### src/rtl/morse_pkg.sv
// morse_pkg: FSM states, code-table entry type and the ASCII-to-Morse lookup shared by the keyer.
package morse_pkg;
  typedef enum logic [2:0] {S_IDLE, S_LOAD, S_MARK, S_GAP, S_LGAP, S_WGAP} state_t;
  typedef struct packed {
    logic [2:0] len;
    logic [5:0] sym;
  } code_t;
  typedef struct packed {
    logic  valid;
    code_t code;
  } lut_t;
  localparam logic [7:0] SPACE = 8'h20;
  // Symbols are left-aligned: bit 5 is keyed first, 1 = dash.
  function automatic lut_t ascii2morse(input logic [7:0] c);
    logic [7:0] u;
    code_t      e;
    logic       v;
    u = (c >= 8'h61 && c <= 8'h7a) ? c - 8'h20 : c;
    e = '0;
    v = 1'b1;
    case (u)
      "A": e = {3'd2, 6'b010000};
      "B": e = {3'd4, 6'b100000};
      "C": e = {3'd4, 6'b101000};
      "D": e = {3'd3, 6'b100000};
      "E": e = {3'd1, 6'b000000};
      "F": e = {3'd4, 6'b001000};
      "G": e = {3'd3, 6'b110000};
      "H": e = {3'd4, 6'b000000};
      "I": e = {3'd2, 6'b000000};
      "J": e = {3'd4, 6'b011100};
      "K": e = {3'd3, 6'b101000};
      "L": e = {3'd4, 6'b010000};
      "M": e = {3'd2, 6'b110000};
      "N": e = {3'd2, 6'b100000};
      "O": e = {3'd3, 6'b111000};
      "P": e = {3'd4, 6'b011000};
      "Q": e = {3'd4, 6'b110100};
      "R": e = {3'd3, 6'b010000};
      "S": e = {3'd3, 6'b000000};
      "T": e = {3'd1, 6'b100000};
      "U": e = {3'd3, 6'b001000};
      "V": e = {3'd4, 6'b000100};
      "W": e = {3'd3, 6'b011000};
      "X": e = {3'd4, 6'b100100};
      "Y": e = {3'd4, 6'b101100};
      "Z": e = {3'd4, 6'b110000};
      "0": e = {3'd5, 6'b111110};
      "1": e = {3'd5, 6'b011110};
      "2": e = {3'd5, 6'b001110};
      "3": e = {3'd5, 6'b000110};
      "4": e = {3'd5, 6'b000010};
      "5": e = {3'd5, 6'b000000};
      "6": e = {3'd5, 6'b100000};
      "7": e = {3'd5, 6'b110000};
      "8": e = {3'd5, 6'b111000};
      "9": e = {3'd5, 6'b111100};
      ".": e = {3'd6, 6'b010101};
      ",": e = {3'd6, 6'b110011};
      "?": e = {3'd6, 6'b001100};
      ":": e = {3'd6, 6'b111000};
      "(": e = {3'd5, 6'b101100};
      ")": e = {3'd6, 6'b101101};
      SPACE: e = '0;
      default: v = 1'b0;
    endcase
    return {v, e};
  endfunction
endpackage

### src/rtl/morse_tx_core_if.sv
// morse_tx_core_if: valid/ready byte push port into the Morse transmit core.
interface morse_tx_core_if;
  logic       wr_valid_i;
  logic [7:0] wr_data_i;
  logic       wr_ready_o;
  modport master (output wr_valid_i, wr_data_i, input wr_ready_o);
  modport slave  (input wr_valid_i, wr_data_i, output wr_ready_o);
endinterface

### src/rtl/morse_fifo.sv
// morse_fifo: synchronous FIFO with registered level/empty/full and a synchronous flush.
module morse_fifo #(
  parameter int W     = 8,
  parameter int DEPTH = 16,
  localparam int AW = $clog2(DEPTH),
  localparam int LW = $clog2(DEPTH + 1)
) (
  input  logic          clk,
  input  logic          rst_n,
  input  logic          flush_i,
  input  logic          push_i,
  input  logic [W-1:0]  data_i,
  input  logic          pop_i,
  output logic [W-1:0]  data_o,
  output logic [LW-1:0] level_o,
  output logic          empty_o,
  output logic          full_o
);
  logic [W-1:0]  mem_q [DEPTH];
  logic [AW-1:0] wp_q, wp_d, rp_q, rp_d;
  logic [LW-1:0] level_q, level_d;
  logic          empty_q, empty_d, full_q, full_d, do_push, do_pop;
  always_comb begin
    do_push = push_i && !full_q && !flush_i;
    do_pop  = pop_i && !empty_q && !flush_i;
    wp_d    = flush_i ? '0 : wp_q + AW'(do_push);
    rp_d    = flush_i ? '0 : rp_q + AW'(do_pop);
    level_d = flush_i ? '0 : level_q + LW'(do_push) - LW'(do_pop);
    empty_d = level_d == '0;
    full_d  = level_d == LW'(DEPTH);
  end
  always_ff @(posedge clk or negedge rst_n)
    if (!rst_n) begin
      wp_q    <= '0;
      rp_q    <= '0;
      level_q <= '0;
      empty_q <= 1'b1;
      full_q  <= 1'b0;
    end else begin
      wp_q    <= wp_d;
      rp_q    <= rp_d;
      level_q <= level_d;
      empty_q <= empty_d;
      full_q  <= full_d;
    end
  always_ff @(posedge clk)
    if (do_push) mem_q[wp_q] <= data_i;
  assign data_o  = mem_q[rp_q];
  assign level_o = level_q;
  assign empty_o = empty_q;
  assign full_o  = full_q;
endmodule

### src/rtl/morse_tx_core.sv
// morse_tx_core: ASCII-to-Morse keyer with push FIFO, unit prescaler and per-character status pulses.
module morse_tx_core
  import morse_pkg::*;
#(
  parameter int FIFO_DEPTH = 16,
  parameter int PRESC_W    = 32,
  parameter int DASH_LEN   = 3,
  parameter int WORD_GAP   = 7,
  localparam int LW = $clog2(FIFO_DEPTH + 1),
  localparam int UW = $clog2(WORD_GAP + 1)
) (
  input  logic               aclk,
  input  logic               aresetn,
  input  logic [PRESC_W-1:0] prescale_i,
  morse_tx_core_if.slave     wr,
  input  logic               flush_i,
  output logic [LW-1:0]      fifo_level_o,
  output logic               empty_o,
  output logic               full_o,
  output logic               busy_o,
  output logic               morse_o,
  output logic               char_done_o,
  output logic               bad_char_o
);
  localparam logic [UW-1:0] DASH_U = UW'(DASH_LEN - 1);
  localparam logic [UW-1:0] WGAP_U = UW'(WORD_GAP - DASH_LEN - 1);
  state_t             state_q, state_d;
  logic [PRESC_W-1:0] presc_q, presc_d;
  logic [UW-1:0]      units_q, units_d;
  logic [5:0]         sym_q, sym_d;
  logic [2:0]         left_q, left_d;
  logic [7:0]         char_q, char_d, fifo_dout;
  logic               morse_q, morse_d, done_q, done_d, bad_q, bad_d, pop, push;
  lut_t               lut;
  assign push          = wr.wr_valid_i && !full_o && !flush_i;
  assign wr.wr_ready_o = !full_o && !flush_i;
  morse_fifo #(.W(8), .DEPTH(FIFO_DEPTH)) u_fifo (
    .clk(aclk), .rst_n(aresetn), .flush_i(flush_i), .push_i(push), .data_i(wr.wr_data_i),
    .pop_i(pop), .data_o(fifo_dout), .level_o(fifo_level_o), .empty_o(empty_o), .full_o(full_o)
  );
  // presc counts clocks within a unit, units counts whole units left in the current timed state.
  always_comb begin
    state_d = state_q;
    presc_d = presc_q;
    units_d = units_q;
    sym_d   = sym_q;
    left_d  = left_q;
    char_d  = char_q;
    pop     = 1'b0;
    done_d  = 1'b0;
    bad_d   = 1'b0;
    lut     = ascii2morse(char_q);
    if (flush_i) begin
      state_d = S_IDLE;
      presc_d = '0;
      units_d = '0;
    end else case (state_q)
      S_IDLE: if (!empty_o) begin
        pop     = 1'b1;
        char_d  = fifo_dout;
        state_d = S_LOAD;
      end
      S_LOAD: begin
        presc_d = prescale_i;
        if (char_q == SPACE) begin
          state_d = S_WGAP;
          units_d = WGAP_U;
        end else if (!lut.valid) begin
          state_d = S_IDLE;
          done_d  = 1'b1;
          bad_d   = 1'b1;
        end else begin
          state_d = S_MARK;
          sym_d   = lut.code.sym;
          left_d  = lut.code.len - 3'd1;
          units_d = lut.code.sym[5] ? DASH_U : '0;
        end
      end
      default: if (presc_q != '0) presc_d = presc_q - PRESC_W'(1);
      else if (units_q != '0) begin
        units_d = units_q - UW'(1);
        presc_d = prescale_i;
      end else begin
        presc_d = prescale_i;
        case (state_q)
          S_MARK: if (left_q != '0) begin
            state_d = S_GAP;
            units_d = '0;
            sym_d   = sym_q << 1;
            left_d  = left_q - 3'd1;
          end else begin
            state_d = S_LGAP;
            units_d = DASH_U;
          end
          S_GAP: begin
            state_d = S_MARK;
            units_d = sym_q[5] ? DASH_U : '0;
          end
          default: begin
            state_d = S_IDLE;
            presc_d = '0;
            done_d  = 1'b1;
          end
        endcase
      end
    endcase
    morse_d = state_d == S_MARK;
  end
  always_ff @(posedge aclk or negedge aresetn)
    if (!aresetn) begin
      state_q <= S_IDLE;
      presc_q <= '0;
      units_q <= '0;
      sym_q   <= '0;
      left_q  <= '0;
      char_q  <= '0;
      morse_q <= 1'b0;
      done_q  <= 1'b0;
      bad_q   <= 1'b0;
    end else begin
      state_q <= state_d;
      presc_q <= presc_d;
      units_q <= units_d;
      sym_q   <= sym_d;
      left_q  <= left_d;
      char_q  <= char_d;
      morse_q <= morse_d;
      done_q  <= done_d;
      bad_q   <= bad_d;
    end
  assign busy_o      = state_q != S_IDLE;
  assign morse_o     = morse_q;
  assign char_done_o = done_q;
  assign bad_char_o  = bad_q;
endmodule

### src/flat_wrapper.sv
// flat-port wrapper written by rule: the top's interface ports become plain ports
module morse_tx_core_flat import morse_pkg::*;
#(
  parameter int FIFO_DEPTH = 16,
  parameter int PRESC_W    = 32,
  parameter int DASH_LEN   = 3,
  parameter int WORD_GAP   = 7,
  localparam int LW = $clog2(FIFO_DEPTH + 1),
  localparam int UW = $clog2(WORD_GAP + 1)
)
  (aclk, aresetn, prescale_i, flush_i, fifo_level_o, empty_o, full_o, busy_o, morse_o, char_done_o, bad_char_o, wr_wr_valid_i, wr_wr_data_i, wr_wr_ready_o);
  morse_tx_core_if wr_i ();
  input  logic aclk;
  input  logic aresetn;
  input  logic [PRESC_W-1:0] prescale_i;
  input  logic flush_i;
  output logic [LW-1:0] fifo_level_o;
  output logic empty_o;
  output logic full_o;
  output logic busy_o;
  output logic morse_o;
  output logic char_done_o;
  output logic bad_char_o;
  input wire logic [$bits(wr_i.wr_valid_i)-1:0] wr_wr_valid_i;
  input wire logic [$bits(wr_i.wr_data_i)-1:0] wr_wr_data_i;
  output wire logic [$bits(wr_i.wr_ready_o)-1:0] wr_wr_ready_o;
  assign wr_i.wr_valid_i = wr_wr_valid_i;
  assign wr_i.wr_data_i = wr_wr_data_i;
  assign wr_wr_ready_o = wr_i.wr_ready_o;
  morse_tx_core #(.FIFO_DEPTH(FIFO_DEPTH), .PRESC_W(PRESC_W), .DASH_LEN(DASH_LEN), .WORD_GAP(WORD_GAP)) u_core (.aclk(aclk), .aresetn(aresetn), .prescale_i(prescale_i), .wr(wr_i), .flush_i(flush_i), .fifo_level_o(fifo_level_o), .empty_o(empty_o), .full_o(full_o), .busy_o(busy_o), .morse_o(morse_o), .char_done_o(char_done_o), .bad_char_o(bad_char_o));
endmodule
### config.mk
export PLATFORM = sky130hd
export DESIGN_NAME = morse_tx_core_flat
export DESIGN_NICKNAME = d
export VERILOG_FILES = /design/src/rtl/morse_pkg.sv /design/src/rtl/morse_tx_core_if.sv /design/src/rtl/morse_fifo.sv /design/src/rtl/morse_tx_core.sv /design/src/flat_wrapper.sv
export SDC_FILE = /design/constraint.sdc
export NUM_CORES = 1
export LEC_CHECK = 0
export CAP_MARGIN = 0
export CORE_UTILIZATION = 45
export CTS_CLUSTER_DIAMETER = 30
export DETAILED_ROUTE_END_ITERATION = 12
export GPL_TIMING_DRIVEN = 0
export MAX_ROUTING_LAYER = met4
export PLACE_DENSITY = 0.65
export SYNTH_ARGS = -nofsm -noshare
export SYNTH_HDL_FRONTEND = slang
export SYNTH_HIERARCHICAL = 1
export SYNTH_SLANG_ARGS = --single-unit
### constraint.sdc
create_clock -name aclk -period 3.75 [get_ports aclk]
set_input_delay 0.75 -clock aclk [delete_from_list [all_inputs] [get_ports aclk]]
set_output_delay 0.75 -clock aclk [all_outputs]
set_load 0.05 [all_outputs]
# Yosys cells after proc, flatten, opt, wreduce, memory -nomap -nowiden
# Memory sizes are Yosys's and may differ from the RTL's. A register that Yosys moved wholly into a read port is not among the register bits.
# Cells that the tools add are included.
# totals
memories,1
input_bits,44
output_inout_bits,12
ramBits,128
regBits,65
# mem_list
memory,depth,width,rd,rd_clocked_by_memory_dff,write_ports,line,text
u_core.u_fifo.mem_q,16,8,1,1,1,morse_fifo.sv:19,logic [W-1:0] mem_q [DEPTH];
# op_classes
addsub,9
n_lt_le_gt_ge,2
n_reduce_logical,26
n_bitwise,3
mux,58
n_eq_ne,56
# op_table
operator,n
case mux 9 bit (42 select lines),1
equality test 8 x 7 -> 1 bit (second input constant),26
equality test 8 x 6 -> 1 bit (second input constant),18
2-to-1 mux 32 bit,4
case mux 32 bit (2 select lines),1
2-to-1 mux 3 bit,17
OR reduction 43 bit,1
2-to-1 mux 6 bit,6
nonzero test 32 bit,1
subtractor 32 x 1 -> 32 bit (second input constant),1
case mux 3 bit (2 select lines),5
2-to-1 mux 1 bit,14
case mux 6 bit (2 select lines),1
equality test 3 x 2 -> 1 bit (second input constant),3
nonzero test 3 bit,3
subtractor 3 x 1 -> 3 bit (second input constant),3
adder 4 x 1 -> 4 bit,2
>= comparator 8 x 7 -> 1 bit (second input constant),1
less-or-equal comparator 8 x 7 -> 1 bit (second input constant),1
logical AND 1 bit,8
2-to-1 mux 2 bit,4
2-to-1 mux 4 bit,2
2-to-1 mux 8 bit,1
inequality test 2 bit (second input constant),4
other kinds (20),26

# Depth between registers and ports, before layout
# Gate-level depths: netlist (run 1).
# depth
word_depth,11
mapped_depth,16
ltp_nobuf,15

# Cells and area by module
# Netlist (run 1), hierarchy kept.
# modules_own_cells
module,area_each_um2,n_inst,cells_each
morse_fifo,5765.5,1,294
morse_tx_core,4463.0,1,568

# Worst setup path after synthesis (run 1)
# Ideal clock, no wire load.
# synth_path
path_type,input-to-reg
from,in flush_i
to,"reg u_core.u_fifo.full_q, in the netlist u_core/u_fifo/full_o"
required_time_ps,3650
setup_slack_ps,28
setup_ps,100
arrival_time_ps,3622
path_buffers,2
cell_stages,14
path_cell_list,clkbuf_1 > clkbuf_1 > nor2_1 > and2_1 > nand2_1 > ha_1 > inv_1 > ha_1 > inv_1 > fa_1 > nand2b_1 > a21oi_1 > xnor2_1 > nor4bb_1
# synth_between
elab_chain_cells,8
elab_cells_between_ends,11
cone_classes,add/sub (2); eq/ne (1); mux (2); reduce/logical (6)
# synth_lines
item,line,text
from (decl),flat_wrapper.sv:16,input logic flush_i;
zero test 1 bit,morse_tx_core.sv:35,assign push = wr.wr_valid_i && !full_o && !flush_i;
logical AND 1 bit,morse_tx_core.sv:35,
net u_core.push,morse_tx_core.sv:33,"logic morse_q, morse_d, done_q, done_d, bad_q, bad_d, pop, push;"
logical AND 1 bit (2 in series),morse_fifo.sv:24,do_push = push_i && !full_q && !flush_i;
adder 5 x 1 -> 5 bit,morse_fifo.sv:28,level_d = flush_i ? '0 : level_q + LW'(do_push) - LW'(do_pop);
subtractor 5 x 1 -> 5 bit,morse_fifo.sv:28,
2-to-1 mux 5 bit,morse_fifo.sv:28,
equality test 5 bit,morse_fifo.sv:30,full_d = level_d == LW'(DEPTH);
net u_core.u_fifo.full_d,morse_fifo.sv:22,"logic empty_q, empty_d, full_q, full_d, do_push, do_pop;"
to (signal assigned),morse_fifo.sv:44,full_q <= full_d;
to (decl),morse_fifo.sv:22,
# The timed path passes the listed nets, and every way through them passes these cells.
# A chain may end at the register's enable or synchronous reset.

# Worst setup path after layout (run 1)
# layout_path
from,reg u_core.state_q[2]
to,"reg u_core.u_fifo.full_q, in the netlist u_core/u_fifo/full_o"
# layout_between
elab_chain_cells,8
# layout_lines
item,line,text
from (decl),morse_tx_core.sv:27,"state_t state_q, state_d;"
from (signal assigned),morse_tx_core.sv:121,state_q <= state_d;
zero test 3 bit,morse_tx_core.sv:57,end else case (state_q)
2-to-1 mux 1 bit,morse_tx_core.sv:57,
2-to-1 mux 1 bit,morse_tx_core.sv:53,if (flush_i) begin
logical AND 1 bit (2 in series),morse_fifo.sv:25,do_pop = pop_i && !empty_q && !flush_i;
subtractor 5 x 1 -> 5 bit,morse_fifo.sv:28,
2-to-1 mux 5 bit,morse_fifo.sv:28,
equality test 5 bit,morse_fifo.sv:30,
net u_core.u_fifo.full_d,morse_fifo.sv:22,
# The timed path passes the listed nets, and every way through them passes these cells.

==> results of run 1 <==
==> cell families (layout without fill, tap and decap cells) <==
group	count (synthesis)	count (layout)	synth area share
flip-flops	201	201	0.5545
multiplexers	47	47	0.09113
XOR/XNOR	28	28	0.02398
adder cells (fa/ha/maj)	16	16	0.02031
AO/OA/AOI/OAI	183	183	0.1218
buffers and inverters	84	219	0.03878
AND/OR/NAND/NOR	303	303	0.1495
==> how the worst max path moves through the flow <==
stage                                          end  slack [ps]                        start  cells past startpoint
floorplan           u_core/u_fifo/full_o$_DFF_PN0_          30                      flush_i                     14
global placement    u_core/u_fifo/full_o$_DFF_PN0_       -1140                      flush_i                     15
detailed placement  u_core/u_fifo/full_o$_DFF_PN0_       -1180                      flush_i                     15
CTS                 u_core/u_fifo/full_o$_DFF_PN0_           7  u_core/state_q[2]$_DFF_PN0_                     15
global route        u_core/u_fifo/full_o$_DFF_PN0_           7  u_core/state_q[2]$_DFF_PN0_                     15
finish              u_core/u_fifo/full_o$_DFF_PN0_         190  u_core/state_q[2]$_DFF_PN0_                     15
==> power groups by stage <==
stage | combinational, W | clock (W) | sequential, W
2_1_floorplan | 0.00281 | 0 | 0.00299
3_3_place_gp | 0.00387 | 0 | 0.00294
3_5_place_dp | 0.00387 | 0 | 0.00294
4_1_cts | 0.00390 | 0.00383 | 0.00291
5_1_grt | 0.00440 | 0.00394 | 0.00296
6_report | 0.00399 | 0.00378 | 0.00292
==> layer usage <==
layer  track usage  vias up  wire length (um)  part of all wire
li1              -     3506                 -                 -
met1        0.3113     3666             11180              0.44
met2        0.3628      289             12180              0.47
met3       0.03840       69              1674             0.065
met4       0.07504        0               647             0.025
met5             -        -                 0                 0
==> through the flow <==
stage / setup TNS, ps / power, W / setup slack [ps]
floorplan: 0 / 0.005796 / 27.96
global placement: -104780 / 0.006811 / -1144
detailed placement: -45170 / 0.006814 / -1175
CTS: 0 / 0.01064 / 6.898
global route: 0 / 0.01130 / 6.786
finish: 0 / 0.01069 / 185.9
==> state kept, by name, indices dropped and copies added (netlist names), 3 cells and up <==
register,flops
u_core/u_fifo/mem_q,128
u_core/presc_q,32
u_core/char_q,8
u_core/sym_q,6
u_core/u_fifo/level_o,5
u_core/u_fifo/rp_q,4
u_core/u_fifo/wp_q,4
u_core/left_q,3
u_core/state_q,3
u_core/units_q,3
==> final cells by class <==
cell class / instances / area share
timing repair buffer: 58 / 0.04638
clock buffer: 49 / 0.08664
multi-input combinational: 577 / 0.3302
buffer: 51 / 0.02191
tap: 280 / 0.02763
clock inverter: 29 / 0.03010
sequential: 201 / 0.4474
inverter: 32 / 0.009769
==> layout by cell type, fill, tap and decap left out, drive strengths merged, types with 15 or more instances in the layout <==
cell type      Yosys  routed
edfxtp           128     128
buf               20      24
clkdlybuf4s50      0      52
o21ai             42      42
a21oi             40      40
ha                15      15
dfrtp             72      72
a221oi            18      18
clkbuf            29      77
nor3              49      49
a22oi             21      21
mux4              32      32
inv               30      33
nor2              91      91
nand2             66      66
==> critical path, stage by stage, from the launching register on <==
cell,delay (ps)
dfrtp_1,450
or2_2,370
nor2_1,130
inv_1,110
or3_1,380
clkinvlp_4,150
nor3b_4,230
ha_1,260
inv_1,60
ha_1,160
inv_1,60
fa_1,410
nand2b_1,160
a21oi_1,160
xnor2_1,130
nor4bb_1,280
==> what timing repair did <==
item                                    CTS  global route
gates resized for setup                   6            10
setup buffers                             0             2
endpoints found under the setup margin   40             5
gates cloned                              0             0
==> run metrics, run 1 <==
status completed; clk_lat worst skew ~540 ps; reg2reg setup slack approximately 190 ps; Vias ~7500; sequential-to-total area share from yosys stat 0.5545; initial antenna violation count 0; root buf cell clkbuf_16; post-synth top area cell edfxtp_1; ys async rst share 0.3632; clock skew about 42 ps; top-count cell post-synth edfxtp_1; # DRC 0; core area about 0.022 sq mm; Post-synth EDFFs between 100 and 150; die width approximately 150 um; Int Pwr between 0.006 and 0.007 W; Iteration-0 DRC Markers 750; All-Layer GR Usage 0.2326; # setup viols final 0; CTS tree built; Starting Density 0.4644; critical path class register to register; Clk pwr share 0.354; Worst IR Drop VDD between 0.4 and 0.5 mV; CTS sink count 201; Post-DP Area about 0.011 sq mm; Final nets between 1000 and 1500; Syn. warnings 6; Cell Rows 54; # diodes 0; CTS Buf Count 43; Syn Area/Cell about 12 sq um; clock slew at reported path FFs approximately 50 ps; Layout area overhead 23.96%; Boundary Pins between 50 and 60; Mapped Area between 0.01 and 0.015 sq mm; Hold Slack 137.5 ps; Longest Clk Path Bufs 3; vias in the first global route 7530; Synth top cells by count 128 x edfxtp_1, 91 x nor2_1, 72 x dfrtp_1; syn nets just over 900; die area approximately 0.023 sq mm; Critical R2R Launch u_core/state_q[2]$_DFF_PN0_; reg2reg end u_core/u_fifo/full_o$_DFF_PN0_; post-route design area 0.01268 sq mm; Worst Tran Pin Value around 1300 ps; worst rel slew slack 0.09835; Cell Count Post-Placement 1198; Worst Setup End Kind register; Hold Path Class primary input to asynchronous set/reset pin; RSZ-0062 raised after global routing no; DR pass1 iterations 8; layout cells sized above 1 0.1494; Synth area leaders edfxtp_1 38%, dfrtp_1 18%, mux4_2 4.0%; largest net degree at the start of global routing 50; CP Data Required Time 4180 ps; die height between 150 and 200 um; Layout Cells excl Fill around 1300; post-DR vias/cell ~5.9; sw frac 0.3766; post-cts hold buffer count 0; Core Util, Final 0.5757; first-pass GRT wire length 41180 um; fill count 1788; Critical Path AT about 4000 ps; Distinct cells, synth a little under 80; Seq cells post-synth between 200 and 250; wire length per cell between 20 and 25 um; Synth top area share 0.3758; crit start category register; predominant post-synthesis flop cell edfxtp_1; Static Leak about 4.7 nW; minimum clock period approximately 3600 ps; crit share post-route 0.9504; H-Tree Depth 2; reg2reg path depth 15; Power Dens Cells about 840 mW/mm^2; Final Hold Fails 0; hpwl dp 17440 um; sequential share of power 0.273; Sequential Area between 0.005 and 0.006 sq mm; Multi-input gate area about 0.0042 sq mm; Crit Path Max Fanout 8; final WL about 26000 um; routability congestion estimate between 0.9 and 1; max_cap viols 0; Post-Synthesis Cells 862; Post-DRT Antenna Nets 0; port bufs 55; Overflow after GRT 0; Comb pwr share 0.373; Net Sw Power 0.004026 W; count of pins over their slew limit 0; fmax 280.6 MHz
Power figures use the tool's default switching activity.
==> inputs of run 2 (changes only) <==
SKIP_CTS_REPAIR_TIMING = 1   (was not set)
==> run metrics, run 2 (synthesized netlist as in run 1, its figures left out) <==
All-Layer GR Usage 0.2330 (+0.0003886); DR pass1 iterations 7 (-1); reg2reg path depth 15 (unchanged); Iteration-0 DRC Markers 773 (+3.1%); Worst Setup End Kind register; CP Data Required Time 4180 ps (about the same); fill count 1787 (-0.056%); core area 0.02203 sq mm (unchanged); wire length per cell 20.17 um (+0.29%); worst setup margin 185.3 ps (-0.6990 ps); first-pass GRT wire length 41260 um (+0.18%); port bufs 55 (unchanged); Starting Density 0.4644 (unchanged); CTS sink count 201 (unchanged); critical path class register to register; Hold Path Class primary input to asynchronous set/reset pin; Core Util, Final 0.5760 (about the same); CTS Buf Count 43 (unchanged); Biggest register u_core/u_fifo/mem_q; clk_lat worst skew 540 ps (about the same); most common cell after layout, fill and taps aside edfxtp_1; die area 0.02334 sq mm (unchanged); Sequential Area 0.005673 sq mm (unchanged); die width 152.8 um (unchanged); Cell Count Post-Placement 1198 (unchanged); clock slew at reported path FFs 50 ps (about the same); Critical R2R Launch u_core/state_q[2]$_DFF_PN0_; Static Leak 4.759 nW (+0.36%); pre-CTS WS -1175 ps (unchanged); Worst Tran Pin Value 1329 ps (-13.32 ps); root buf cell clkbuf_16; # DRC 0 (unchanged); final WL 25760 um (+0.29%); # diodes 0 (unchanged); vias in the first global route 7544 (+0.19%); largest net degree at the start of global routing 50 (unchanged); Worst IR Drop VDD 0.4981 mV (-0.17%); post-DR vias/cell 5.921 (+0.41%); crit share post-route 0.9506 (about the same); count of pins over their slew limit 0 (unchanged); reg2reg setup slack 190 ps (about the same); status completed; hpwl dp 17440 um (unchanged); Overflow after GRT 0 (unchanged); RSZ-0062 raised after global routing no; Boundary Pins 56 (unchanged); initial antenna violation count 0 (unchanged); Cell Rows 54 (unchanged); layout cells sized above 1 0.1494 (unchanged); minimum clock period 3565 ps (+0.6990 ps); routability congestion estimate 0.9306 (unchanged); Longest Clk Path Bufs 3 (unchanged); Post-DRT Antenna Nets 0 (unchanged); fmax 280.5 MHz (about the same); die height 152.8 um (unchanged); Layout Cells excl Fill 1277 (unchanged); reg2reg end u_core/u_fifo/full_o$_DFF_PN0_; worst rel slew slack 0.1073 (+0.008951); H-Tree Depth 2 (unchanged); crit start category register; max reg flops 128 (unchanged); Multi-input gate area 0.004187 sq mm (unchanged); Hold Slack 137.6 ps (+0.01100 ps); # setup viols final 0 (unchanged); CTS tree built; max_cap viols 0 (unchanged); most frequent cells in the layout 128 x edfxtp_1, 91 x nor2_1, 71 x dfrtp_1; Vias 7561 (+0.41%); Largest regs u_core/u_fifo/mem_q x128, u_core/presc_q x32, u_core/char_q x8; Crit Path Max Fanout 8 (unchanged); Power Dens Cells 843.7 mW/mm^2 (about the same); Layout area overhead 24.04% (about the same); Critical Path AT 3990 ps (about the same); Final Hold Fails 0 (unchanged); clock skew 42.47 ps (+0.5275 ps); Final nets 1024 (unchanged)
-- run 2: through the flow --
step                total power, W  cell area (sq um)  setup TNS [ps]
CTS                        0.01065              12630           -4553
global placement          0.006811              11130         -104780
global route               0.01130              12690               0
detailed placement        0.006814              11150          -45170
floorplan                 0.005796              10230               0
finish                     0.01070              12690               0
-- run 2: worst max-delay path, stage by stage, from the launching register on --
cell        delay, ps
dfrtp_1           450
or2_2             370
nor2_1            130
inv_1             110
or3_1             380
clkinvlp_4        150
nor3b_4           230
ha_1              260
inv_1              60
ha_1              160
inv_1              60
fa_1              410
nand2b_1          160
a21oi_1           160
xnor2_1           130
nor4bb_1          280
-- run 2: area by class of cell --
type                    count  share of cell area
multi-input cells         577              0.3300
inverters                  32            0.009763
clock inverters            29             0.03008
flip-flops and latches    201              0.4471
clock buffers              49             0.08659
plain buffers              51             0.02189
repair buffers             58             0.04694
well taps                 280             0.02761
-- run 2: worst max path at each step --
stage	start	endpoint	slack (ps)	cells after the start
final	u_core/state_q[2]$_DFF_PN0_	u_core/u_fifo/full_o$_DFF_PN0_	190	15
after detailed placement	flush_i	u_core/u_fifo/full_o$_DFF_PN0_	-1180	15
after floorplan	flush_i	u_core/u_fifo/full_o$_DFF_PN0_	30	14
after CTS	flush_i	u_core/u_fifo/full_o$_DFF_PN0_	-670	15
after global placement	flush_i	u_core/u_fifo/full_o$_DFF_PN0_	-1140	15
after global routing	u_core/state_q[2]$_DFF_PN0_	u_core/u_fifo/full_o$_DFF_PN0_	7	15
-- run 2: per-layer routing --
layer,GRT usage,share of wire,routed length (um)
met5,-,0,0
met1,0.3118,0.43,11170
met3,0.03840,0.070,1810
met4,0.07504,0.025,656
met2,0.3635,0.47,12120
-- run 2: report_power, final --
part           total (W)  switching [W]  internal [W]
clock network    0.00378        0.00124       0.00254
logic            0.00400        0.00252       0.00148
registers        0.00292       0.000275       0.00264
